===== src/rtl/apb_rr_master_arbiter_pkg.sv =====
// Shared types for the round-robin APB master arbiter: FSM states, the
// latched request and response-error codes.
package apb_rr_arb_pkg;

    typedef enum logic [1:0] {
        ST_IDLE   = 2'd0,
        ST_SETUP  = 2'd1,
        ST_ACCESS = 2'd2,
        ST_RESP   = 2'd3
    } state_t;

    // Fields are sized for the widest supported build; the arbiter slices
    // them down to its own APB_ADDR_WIDTH / APB_DATA_WIDTH / pointer width.
    localparam int MAX_ADDR_W = 64;
    localparam int MAX_DATA_W = 64;
    localparam int MAX_IDX_W  = 8;

    typedef struct packed {
        logic [MAX_ADDR_W-1:0] addr;
        logic                  write;
        logic [MAX_DATA_W-1:0] wdata;
        logic [MAX_IDX_W-1:0]  idx;
    } req_lat_t;

    localparam logic RSP_OK  = 1'b0;
    localparam logic RSP_ERR = 1'b1;

endpackage


===== src/rtl/apb_rr_master_arbiter_if.sv =====
// Requester channels plus the APB master bus; the arbiter takes the master
// modport, the requesters/peripheral side takes the slave modport.
interface apb_rr_master_arbiter_if #(
    parameter int NUM_REQ        = 4,
    parameter int APB_ADDR_WIDTH = 12,
    parameter int APB_DATA_WIDTH = 32
);
    logic [NUM_REQ-1:0]                req_valid_i;
    logic [NUM_REQ-1:0]                req_ready_o;
    logic [NUM_REQ*APB_ADDR_WIDTH-1:0] req_addr_i;
    logic [NUM_REQ-1:0]                req_write_i;
    logic [NUM_REQ*APB_DATA_WIDTH-1:0] req_wdata_i;
    logic [NUM_REQ-1:0]                rsp_valid_o;
    logic [APB_DATA_WIDTH-1:0]         rsp_rdata_o;
    logic                              rsp_err_o;
    logic [APB_ADDR_WIDTH-1:0]         paddr_o;
    logic                              psel_o;
    logic                              penable_o;
    logic                              pwrite_o;
    logic [APB_DATA_WIDTH-1:0]         pwdata_o;
    logic [APB_DATA_WIDTH-1:0]         prdata_i;
    logic                              pready_i;
    logic                              pslverr_i;

    modport master (
        input  req_valid_i, req_addr_i, req_write_i, req_wdata_i,
        input  prdata_i, pready_i, pslverr_i,
        output req_ready_o, rsp_valid_o, rsp_rdata_o, rsp_err_o,
        output paddr_o, psel_o, penable_o, pwrite_o, pwdata_o
    );

    modport slave (
        output req_valid_i, req_addr_i, req_write_i, req_wdata_i,
        output prdata_i, pready_i, pslverr_i,
        input  req_ready_o, rsp_valid_o, rsp_rdata_o, rsp_err_o,
        input  paddr_o, psel_o, penable_o, pwrite_o, pwdata_o
    );
endinterface


===== src/rtl/apb_rr_master_arbiter_rr_pick.sv =====
// Combinational round-robin select: first valid requester at or after the
// pointer, wrapping modulo NUM_REQ (also for non-power-of-2 counts).
module rr_pick #(
    parameter int NUM_REQ = 4,
    parameter int PTR_W   = 2
) (
    input  logic [NUM_REQ-1:0] valid,
    input  logic [PTR_W-1:0]   ptr,
    output logic [NUM_REQ-1:0] grant,
    output logic [PTR_W-1:0]   idx,
    output logic               any
);
    logic [PTR_W:0] slot;

    always_comb begin
        grant = '0;
        idx   = '0;
        any   = 1'b0;
        slot  = '0;
        for (int i = 0; i < NUM_REQ; i++) begin
            slot = {1'b0, ptr} + (PTR_W+1)'(i);
            if (slot >= (PTR_W+1)'(NUM_REQ))
                slot = slot - (PTR_W+1)'(NUM_REQ);
            if (!any && valid[slot[PTR_W-1:0]]) begin
                any                     = 1'b1;
                grant[slot[PTR_W-1:0]] = 1'b1;
                idx                     = slot[PTR_W-1:0];
            end
        end
    end
endmodule


===== src/rtl/apb_rr_master_arbiter.sv =====
// Shares one APB master port between NUM_REQ requesters with round-robin
// arbitration, SETUP/ACCESS sequencing and an ACCESS-phase timeout.
module apb_rr_master_arbiter
    import apb_rr_arb_pkg::*;
#(
    parameter int NUM_REQ        = 4,
    parameter int APB_ADDR_WIDTH = 12,
    parameter int APB_DATA_WIDTH = 32,
    parameter int TIMEOUT_CYCLES = 16
) (
    input logic                     clk_i,
    input logic                     rst_i,
    apb_rr_master_arbiter_if.master bus
);
    localparam int PTR_W = (NUM_REQ > 1) ? $clog2(NUM_REQ) : 1;
    localparam int CNT_W = (TIMEOUT_CYCLES > 1) ? $clog2(TIMEOUT_CYCLES) : 1;
    localparam logic [CNT_W-1:0] TMO_LAST =
        CNT_W'((TIMEOUT_CYCLES > 0) ? TIMEOUT_CYCLES - 1 : 0);
    localparam logic [PTR_W-1:0] PTR_LAST = PTR_W'(NUM_REQ - 1);

    state_t                    state;
    logic [PTR_W-1:0]          ptr;
    logic [CNT_W-1:0]          tmo_cnt;
    req_lat_t                  lat;
    logic                      psel_q;
    logic                      penable_q;
    logic [APB_DATA_WIDTH-1:0] rdata_q;
    logic                      err_q;

    logic [NUM_REQ-1:0]        grant_oh;
    logic [PTR_W-1:0]          grant_idx;
    logic                      any_valid;
    logic                      handshake;
    logic                      tmo_hit;
    logic [PTR_W-1:0]          cur_idx;
    logic [NUM_REQ-1:0]        rsp_oh;
    logic                      unused_lat;

    rr_pick #(.NUM_REQ(NUM_REQ), .PTR_W(PTR_W)) u_pick (
        .valid (bus.req_valid_i),
        .ptr   (ptr),
        .grant (grant_oh),
        .idx   (grant_idx),
        .any   (any_valid)
    );

    // Ready is combinational in IDLE, so gate it with reset to keep outputs low.
    assign handshake = (state == ST_IDLE) && any_valid && !rst_i;
    assign tmo_hit   = (TIMEOUT_CYCLES != 0) && (tmo_cnt == TMO_LAST);
    assign cur_idx   = lat.idx[PTR_W-1:0];

    always_ff @(posedge clk_i or posedge rst_i) begin
        if (rst_i) begin
            state     <= ST_IDLE;
            ptr       <= '0;
            tmo_cnt   <= '0;
            lat       <= '0;
            psel_q    <= 1'b0;
            penable_q <= 1'b0;
            rdata_q   <= '0;
            err_q     <= RSP_OK;
        end else begin
            case (state)
                ST_IDLE: begin
                    if (handshake) begin
                        lat.addr  <= MAX_ADDR_W'(bus.req_addr_i[grant_idx*APB_ADDR_WIDTH +: APB_ADDR_WIDTH]);
                        lat.write <= bus.req_write_i[grant_idx];
                        lat.wdata <= MAX_DATA_W'(bus.req_wdata_i[grant_idx*APB_DATA_WIDTH +: APB_DATA_WIDTH]);
                        lat.idx   <= MAX_IDX_W'(grant_idx);
                        psel_q    <= 1'b1;
                        state     <= ST_SETUP;
                    end
                end
                ST_SETUP: begin
                    penable_q <= 1'b1;
                    state     <= ST_ACCESS;
                end
                ST_ACCESS: begin
                    // pready wins over a timeout expiring in the same cycle
                    if (bus.pready_i) begin
                        rdata_q   <= lat.write ? '0 : bus.prdata_i;
                        err_q     <= bus.pslverr_i;
                        psel_q    <= 1'b0;
                        penable_q <= 1'b0;
                        state     <= ST_RESP;
                    end else if (tmo_hit) begin
                        rdata_q   <= '0;
                        err_q     <= RSP_ERR;
                        psel_q    <= 1'b0;
                        penable_q <= 1'b0;
                        state     <= ST_RESP;
                    end else begin
                        tmo_cnt <= tmo_cnt + 1'b1;
                    end
                end
                ST_RESP: begin
                    ptr     <= (cur_idx == PTR_LAST) ? '0 : cur_idx + 1'b1;
                    tmo_cnt <= '0;
                    state   <= ST_IDLE;
                end
                default: state <= ST_IDLE;
            endcase
        end
    end

    always_comb begin
        rsp_oh = '0;
        for (int i = 0; i < NUM_REQ; i++)
            rsp_oh[i] = (state == ST_RESP) && (cur_idx == PTR_W'(i));
    end

    assign bus.req_ready_o = handshake ? grant_oh : '0;
    assign bus.rsp_valid_o = rsp_oh;
    assign bus.rsp_rdata_o = (state == ST_RESP) ? rdata_q : '0;
    assign bus.rsp_err_o   = (state == ST_RESP) ? err_q : RSP_OK;
    assign bus.paddr_o     = lat.addr[APB_ADDR_WIDTH-1:0];
    assign bus.pwrite_o    = lat.write;
    assign bus.pwdata_o    = lat.wdata[APB_DATA_WIDTH-1:0];
    assign bus.psel_o      = psel_q;
    assign bus.penable_o   = penable_q;

    // Upper bits of the wide latch struct are never driven nonzero.
    assign unused_lat = ^lat;
endmodule


===== src/flat_wrapper.sv =====
// flat-port wrapper written by rule: the top's interface ports become plain ports
module apb_rr_master_arbiter_flat import apb_rr_arb_pkg::*;
#(
    parameter int NUM_REQ        = 4,
    parameter int APB_ADDR_WIDTH = 12,
    parameter int APB_DATA_WIDTH = 32,
    parameter int TIMEOUT_CYCLES = 16
)
  (clk_i, rst_i, bus_req_valid_i, bus_req_addr_i, bus_req_write_i, bus_req_wdata_i, bus_prdata_i, bus_pready_i, bus_pslverr_i, bus_req_ready_o, bus_rsp_valid_o, bus_rsp_rdata_o, bus_rsp_err_o, bus_paddr_o, bus_psel_o, bus_penable_o, bus_pwrite_o, bus_pwdata_o);
  apb_rr_master_arbiter_if #(.NUM_REQ(NUM_REQ), .APB_ADDR_WIDTH(APB_ADDR_WIDTH), .APB_DATA_WIDTH(APB_DATA_WIDTH)) bus_i ();
  input logic clk_i;
  input logic rst_i;
  input wire logic [$bits(bus_i.req_valid_i)-1:0] bus_req_valid_i;
  input wire logic [$bits(bus_i.req_addr_i)-1:0] bus_req_addr_i;
  input wire logic [$bits(bus_i.req_write_i)-1:0] bus_req_write_i;
  input wire logic [$bits(bus_i.req_wdata_i)-1:0] bus_req_wdata_i;
  input wire logic [$bits(bus_i.prdata_i)-1:0] bus_prdata_i;
  input wire logic [$bits(bus_i.pready_i)-1:0] bus_pready_i;
  input wire logic [$bits(bus_i.pslverr_i)-1:0] bus_pslverr_i;
  output wire logic [$bits(bus_i.req_ready_o)-1:0] bus_req_ready_o;
  output wire logic [$bits(bus_i.rsp_valid_o)-1:0] bus_rsp_valid_o;
  output wire logic [$bits(bus_i.rsp_rdata_o)-1:0] bus_rsp_rdata_o;
  output wire logic [$bits(bus_i.rsp_err_o)-1:0] bus_rsp_err_o;
  output wire logic [$bits(bus_i.paddr_o)-1:0] bus_paddr_o;
  output wire logic [$bits(bus_i.psel_o)-1:0] bus_psel_o;
  output wire logic [$bits(bus_i.penable_o)-1:0] bus_penable_o;
  output wire logic [$bits(bus_i.pwrite_o)-1:0] bus_pwrite_o;
  output wire logic [$bits(bus_i.pwdata_o)-1:0] bus_pwdata_o;
  assign bus_i.req_valid_i = bus_req_valid_i;
  assign bus_i.req_addr_i = bus_req_addr_i;
  assign bus_i.req_write_i = bus_req_write_i;
  assign bus_i.req_wdata_i = bus_req_wdata_i;
  assign bus_i.prdata_i = bus_prdata_i;
  assign bus_i.pready_i = bus_pready_i;
  assign bus_i.pslverr_i = bus_pslverr_i;
  assign bus_req_ready_o = bus_i.req_ready_o;
  assign bus_rsp_valid_o = bus_i.rsp_valid_o;
  assign bus_rsp_rdata_o = bus_i.rsp_rdata_o;
  assign bus_rsp_err_o = bus_i.rsp_err_o;
  assign bus_paddr_o = bus_i.paddr_o;
  assign bus_psel_o = bus_i.psel_o;
  assign bus_penable_o = bus_i.penable_o;
  assign bus_pwrite_o = bus_i.pwrite_o;
  assign bus_pwdata_o = bus_i.pwdata_o;
  apb_rr_master_arbiter #(.NUM_REQ(NUM_REQ), .APB_ADDR_WIDTH(APB_ADDR_WIDTH), .APB_DATA_WIDTH(APB_DATA_WIDTH), .TIMEOUT_CYCLES(TIMEOUT_CYCLES)) u_core (.clk_i(clk_i), .rst_i(rst_i), .bus(bus_i));
endmodule

===== config.mk =====
export PLATFORM = sky130hd
export DESIGN_NAME = apb_rr_master_arbiter_flat
export DESIGN_NICKNAME = d
export VERILOG_FILES = /design/src/rtl/apb_rr_master_arbiter_pkg.sv /design/src/rtl/apb_rr_master_arbiter_if.sv /design/src/rtl/apb_rr_master_arbiter_rr_pick.sv /design/src/rtl/apb_rr_master_arbiter.sv /design/src/flat_wrapper.sv
export SDC_FILE = /design/constraint.sdc
export NUM_CORES = 1
export LEC_CHECK = 0
export ABC_AREA = 1
export BUFFER_PORTS_ARGS = -buffer_cell sky130_fd_sc_hd__buf_2
export CORE_MARGIN = 2
export CORE_UTILIZATION = 35
export CTS_CLUSTER_DIAMETER = 30
export DETAILED_ROUTE_END_ITERATION = 7
export GPL_TIMING_DRIVEN = 0
export PLACE_DENSITY = 0.69
export SYNTH_ARGS = -nofsm -noshare
export SYNTH_HDL_FRONTEND = slang
export SYNTH_SLANG_ARGS = --single-unit

===== constraint.sdc =====
create_clock -name clk_i -period 5 [get_ports clk_i]
set_input_delay 0.25 -clock clk_i [delete_from_list [all_inputs] [get_ports clk_i]]
set_output_delay 0.25 -clock clk_i [all_outputs]
set_load 0.01 [all_outputs]

* Yosys cells after proc, flatten, opt, wreduce, memory -nomap -nowiden
Cells that the tools add are included.
** Operators by class
- Add/sub/neg operators :: 9
- Multipliers :: 1
- Magnitude comparators :: 13
- Equality and inequality tests :: 11
- Shift-type cells :: 2
- Muxes and demuxes :: 55
- Bitwise operators :: 3
- Reduce and logical (&&, ||, !) cells :: 29
** Operators by type and width (count)
- $mux W32 :: 4
- $shiftx A128 B8 Y32 :: 1
- $shiftx A48 B7 Y12 :: 1
- $mux W4 :: 7
- $mux W2 :: 12
- $mux W1 :: 19
- $lt A2 B3 Y1 const B :: 5
- $logic_and A1 B1 Y1 :: 13
- $or A4 B4 Y4 :: 3
- $bmux W1 S2 :: 5
- $ge A3 B3 Y1 const B :: 3
- $demux W1 S2 :: 4
- $eq A2 B2 Y1 const B :: 4
- $ge A2 B1 Y1 const B :: 4
- $pmux W2 S4 :: 1
- $pmux W4 S2 :: 1
- $reduce_and A2 Y1 :: 4
- $reduce_bool A2 Y1 :: 4
- $sub A2 B1 Y2 const B :: 4
- $add A2 B2 Y3 const B :: 2
- $reduce_and A3 Y1 :: 2
- $add A4 B1 Y4 const B :: 1
- $eq A2 B1 Y1 const B :: 2
- $eq A4 B4 Y1 const B :: 1
- other kinds (10) :: 16
** Storage, ports and cells
- Bits in registers :: 90
- Word-level logic and storage cells :: 134

* Depth between registers and ports, before layout
- Depth after elaboration :: 18
- Gate-level depth with buffers :: 17
- Mapped depth without buffers :: 14

* Modules after synthesis
From an unflattened synthesis, not the netlist that was laid out.
** Second synthesis, totals
- Cell total of the unflattened synthesis :: 898
- Area total of the unflattened synthesis :: 5831.8 sq um
** By module, submodules not included
- apb_rr_master_arbiter :: instances 1, cells an instance 824, area an instance 5391.4 sq um, sequential area each 2252.2 sq um
- rr_pick :: instances 1, cells an instance 74, area an instance 440.4 sq um, sequential area each 0.0 sq um

* Least setup slack after synthesis
Ideal clock, no wire load.
- Kind :: input-to-output
- Start :: in rst_i
- End :: out bus_req_ready_o[0]
- Data arrival time :: 3182 ps
- Required time :: 4750 ps
- Slack :: 1568 ps
- Stages on the path :: 6
- Cell sequence :: inv_1 nand3_2 inv_2 buf_2 nand2_1 inv_1
** Between the ends
- Word-level cells in the longest chain between the ends :: 3
** RTL lines
- from (decl) :: line flat_wrapper.sv:12 : input logic rst_i;
- $logic_not A1 Y1 :: line apb_rr_master_arbiter.sv:48 : assign handshake = (state == ST_IDLE) && any_valid && !rst_i;
- $logic_and A1 B1 Y1 :: line apb_rr_master_arbiter.sv:48
- $mux W4 :: line apb_rr_master_arbiter.sv:112 : assign bus.req_ready_o = handshake ? grant_oh : '0;
- to (decl) :: line flat_wrapper.sv:20 : output wire logic [$bits(bus_i.req_ready_o)-1:0] bus_req_ready_o;
Every way passes these cells.

* Worst setup path after layout
- Start :: reg u_core.ptr[0]
- End :: out bus_req_ready_o[1]
** Between the ends
- Word-level cells in the longest chain between the ends :: 17
- Elaborated cells between the ends (all ways) :: 63
- Those cells by class :: add/sub (7); order compare (12); mux (29); bitwise (3); reduce/logical (12)
** RTL lines
- from (decl) :: line apb_rr_master_arbiter.sv:22 : logic [PTR_W-1:0] ptr;
- from (signal assigned) :: line apb_rr_master_arbiter.sv:97 : ptr <= (cur_idx == PTR_LAST) ? '0 : cur_idx + 1'b1;
- parallel branches: the longest is 16 deep, another holds $add A2 B1 Y3
- $mux W4 * :: line apb_rr_master_arbiter.sv:112
Mark *: on every way between the ends. The select of a mux whose other input is x is not followed.

==> results.toml <==
[detailed_routing]
drtPass1Iterations = 5
vias = 7208
drt_iter0_drc = 404
routed_wl_mm = 21.4
final_antenna_net_count = 0
drc = 0
wire_per_inst_um = 13.9
vias_per_cell = 4.70

[timing]
fmax_ghz = 0.311
rsz0062_at_grt = "no"
hold_slack_ps = 121
hold_viol = 0
max_slew_margin_pct = 59.7
fin_skew_ps = 12.3
setup_viol = 0
fin_setup_tns_ps = 0
worstMarginPinSlew_ps = 602
drv_slew = 0
fin_crit_ps = 3210
finalCritPeriodShare_pct = 64.3

[cells_and_area]
final_common_cell = "nand2_1"
instances_no_fill = 1534
register_area_um2 = 2250
final_cell_mix = "nand2_1, buf_2, inv_1, nand3_1, dfrtp_1"
fill_cells = 1883
multi_input_area_um2 = 3140
nNetsFinal = 1534
area_growth_pct = 34.4
drive_above_1_share_pct = 30.0

[global_route]
grt_overflow = 0
grt_util_all_layers_pct = 22.2
grt_pass1_vias = 7024
grt_max_degree = 53
antenna_found_initial = 1
grt_pass1_wl_mm = 34.5

[synthesis]
syn_area_um2 = 6320
syn-num-nets = 1214
yosys.area.top_type = "dfrtp_1"
synth_seq_cells = 90
yosys_warnings = 0
synth_seq_area_share_pct = 35.6
synth_cell_type_count = 33
synthCells = 979
avgSynthCellArea_um2 = 6.46
yosysTopAreaCellShare_pct = 35.6
ys_top_cells_by_area = "dfrtp_1, nand2_1, nand3_1"

[floorplanning]
die_w_um = 138
die_h_um = 138
core-area_um2 = 17800
io_pins = 308
die_area_um2 = 19200
initial_core_util_pct = 35.4
num_rows = 49

[worst_setup_path]
cp-end-kind = "output port"
critPathLaunchType = "flip-flop"
max_stage_delay_ps = 450
path_max_fanout = 10
worstPathArrival_ps = 2960
crit_type = "reg2out"
slowest_stage = "dfrtp_1"
cp.required_ps = 4750
crit_path_cell_trace = "buf_4 -> inv_4 -> ha_1 -> inv_2 -> nand2_1 -> nand2_2 -> nor2_4 -> nand3_2 -> nand3_2 -> inv_2 -> buf_2 -> nand2_1 -> inv_1 -> buf_2"

[clock_tree]
cts_buffers = 9
clkTransAtPathRegs_ps = 70
htree_levels = 3
cts_setup_buffers = 0
cts.sinks = 90
cts_resized = 0
clk_path_buf_depth = 2
worstSkewPairLatency_ps = 350
cts_tree = "done"
root_buffer = "clkbuf_16"

[hold_path]
hold_path.class = "in2reg"

[status]
status = "finished, final reports clean"

[place]
place_hpwl_mm = 16.7
numPortBuffers = 307
place_congestion = 0.874
dp.cells = 1516

[power]
p_leak_uw = 0.00541
p_per_area_nw_per_um2 = 703
peakVddDrop_v = 0.000350

[run]
cap_violations = 0
per-stage QoR:
step	total power (µW)	util (%)	setup slack, ps	instance area, µm²
finish	5970	47.6	1790	8500
floorplan	4020	-	1570	6320
detailed placement	5270	45.8	2100	8180
global placement	5200	45.7	10.2	8150
global route	6570	47.6	1480	8500
CTS	6000	47.6	1720	8490
worst paths after layout:
kind	start	end	slack [ps]	depth (start not counted)
max	u_core.ptr[0]	bus_req_ready_o[1]	1790	14
min	bus_prdata_i[8]	u_core.rdata_q[8]	120	3
max reg2reg	u_core.ptr[0]	u_core.bus.paddr_o[0]	2190	14
min reg2reg	u_core.bus.pwdata_o[29]	u_core.bus.pwdata_o[29]	480	2
max in group asynchronous	rst_i	u_core.cur_idx[1]	3830	4
min in group asynchronous	rst_i	u_core.bus.paddr_o[3]	510	3
routing by layer:
metal	up-vias	track usage [%]	share of wire (%)	wire, µm
li1	3634	-	-	-
met1	3258	27.6	42	8960
met2	273	38.5	49	10400
met3	43	4.02	6.1	1310
met4	0	8.43	3.2	694
met5	-	0	0	0
flip-flops by register name, indices dropped and copies added (netlist names):
name                  cells
u_core.ptr                2
u_core.bus.pwdata_o      32
u_core.rdata_q           32
u_core.err_q              1
u_core.tmo_cnt            4
u_core.bus.paddr_o       12
u_core.bus.penable_o      1
u_core.bus.psel_o         1
u_core.cur_idx            2
u_core.state              2
u_core.bus.pwrite_o       1
area by class of cell:
type                       count  share of cell area (%)
inverter                     173                    7.70
antenna                        1                  0.0295
sequential                    90                    26.5
clock inverter                 6                   0.928
clock buffer                  10                    2.70
timing repair buffer         309                    18.5
tap                          229                    3.37
buffer                        54                    3.23
multi-input combinational    662                    37.0
report_power, final:
| part | internal, µW | switching, µW |
|---|---|---|
| clock | 394 | 313 |
| combinational | 1410 | 2560 |
| sequential | 1080 | 209 |
| total | 2880 | 3080 |
cells in the mapped netlist:
library cell and n:
o21ai_1 2, nand3b_2 1, nor2_4 3, nand3_2 4, ha_1 15, nor2_1 8, nor2_2 2, inv_4 1
buf_2 15, o22ai_1 2, buf_4 10, nor3_1 1, a21boi_1 1, or2_0 3, o21ai_0 13, nand2_4 1
buf_6 2, inv_2 5, xor2_1 1, xnor2_1 1, clkbuf_1 27, nand2_2 5, o21ai_2 1, o31ai_1 3
nand3_1 148, a21oi_1 4, inv_1 167, nand2_1 365, or2_2 17, a31oi_1 4, dfrtp_1 90, or2_1 26
nand4_1 31
cell families (layout without fill, tap and decap cells):
logic type / after synthesis / after routing / share of synthesized area [%]
simple gates: 615 / 615 / 43.8
xor+xnor: 2 / 2 / 0.277
flops: 90 / 90 / 35.6
compound gates: 30 / 30 / 2.71
buf+inv: 227 / 552 / 14.6
other cells: 0 / 1 / 0
fa+ha+maj: 15 / 15 / 2.97
repair_timing:
item,CTS,global route
hold endpoints to repair,39,0
hold buffers,1,0
setup endpoints to repair,0,0
worst max-delay path, delay by kind of cell (launching register included):
family | cells | cell delay (ps)
fa+ha+maj | 1 | 400
flops | 1 | 450
buf+inv | 7 | 860
simple gates | 6 | 890
Note: power is estimated with default switching activity, not from simulation.
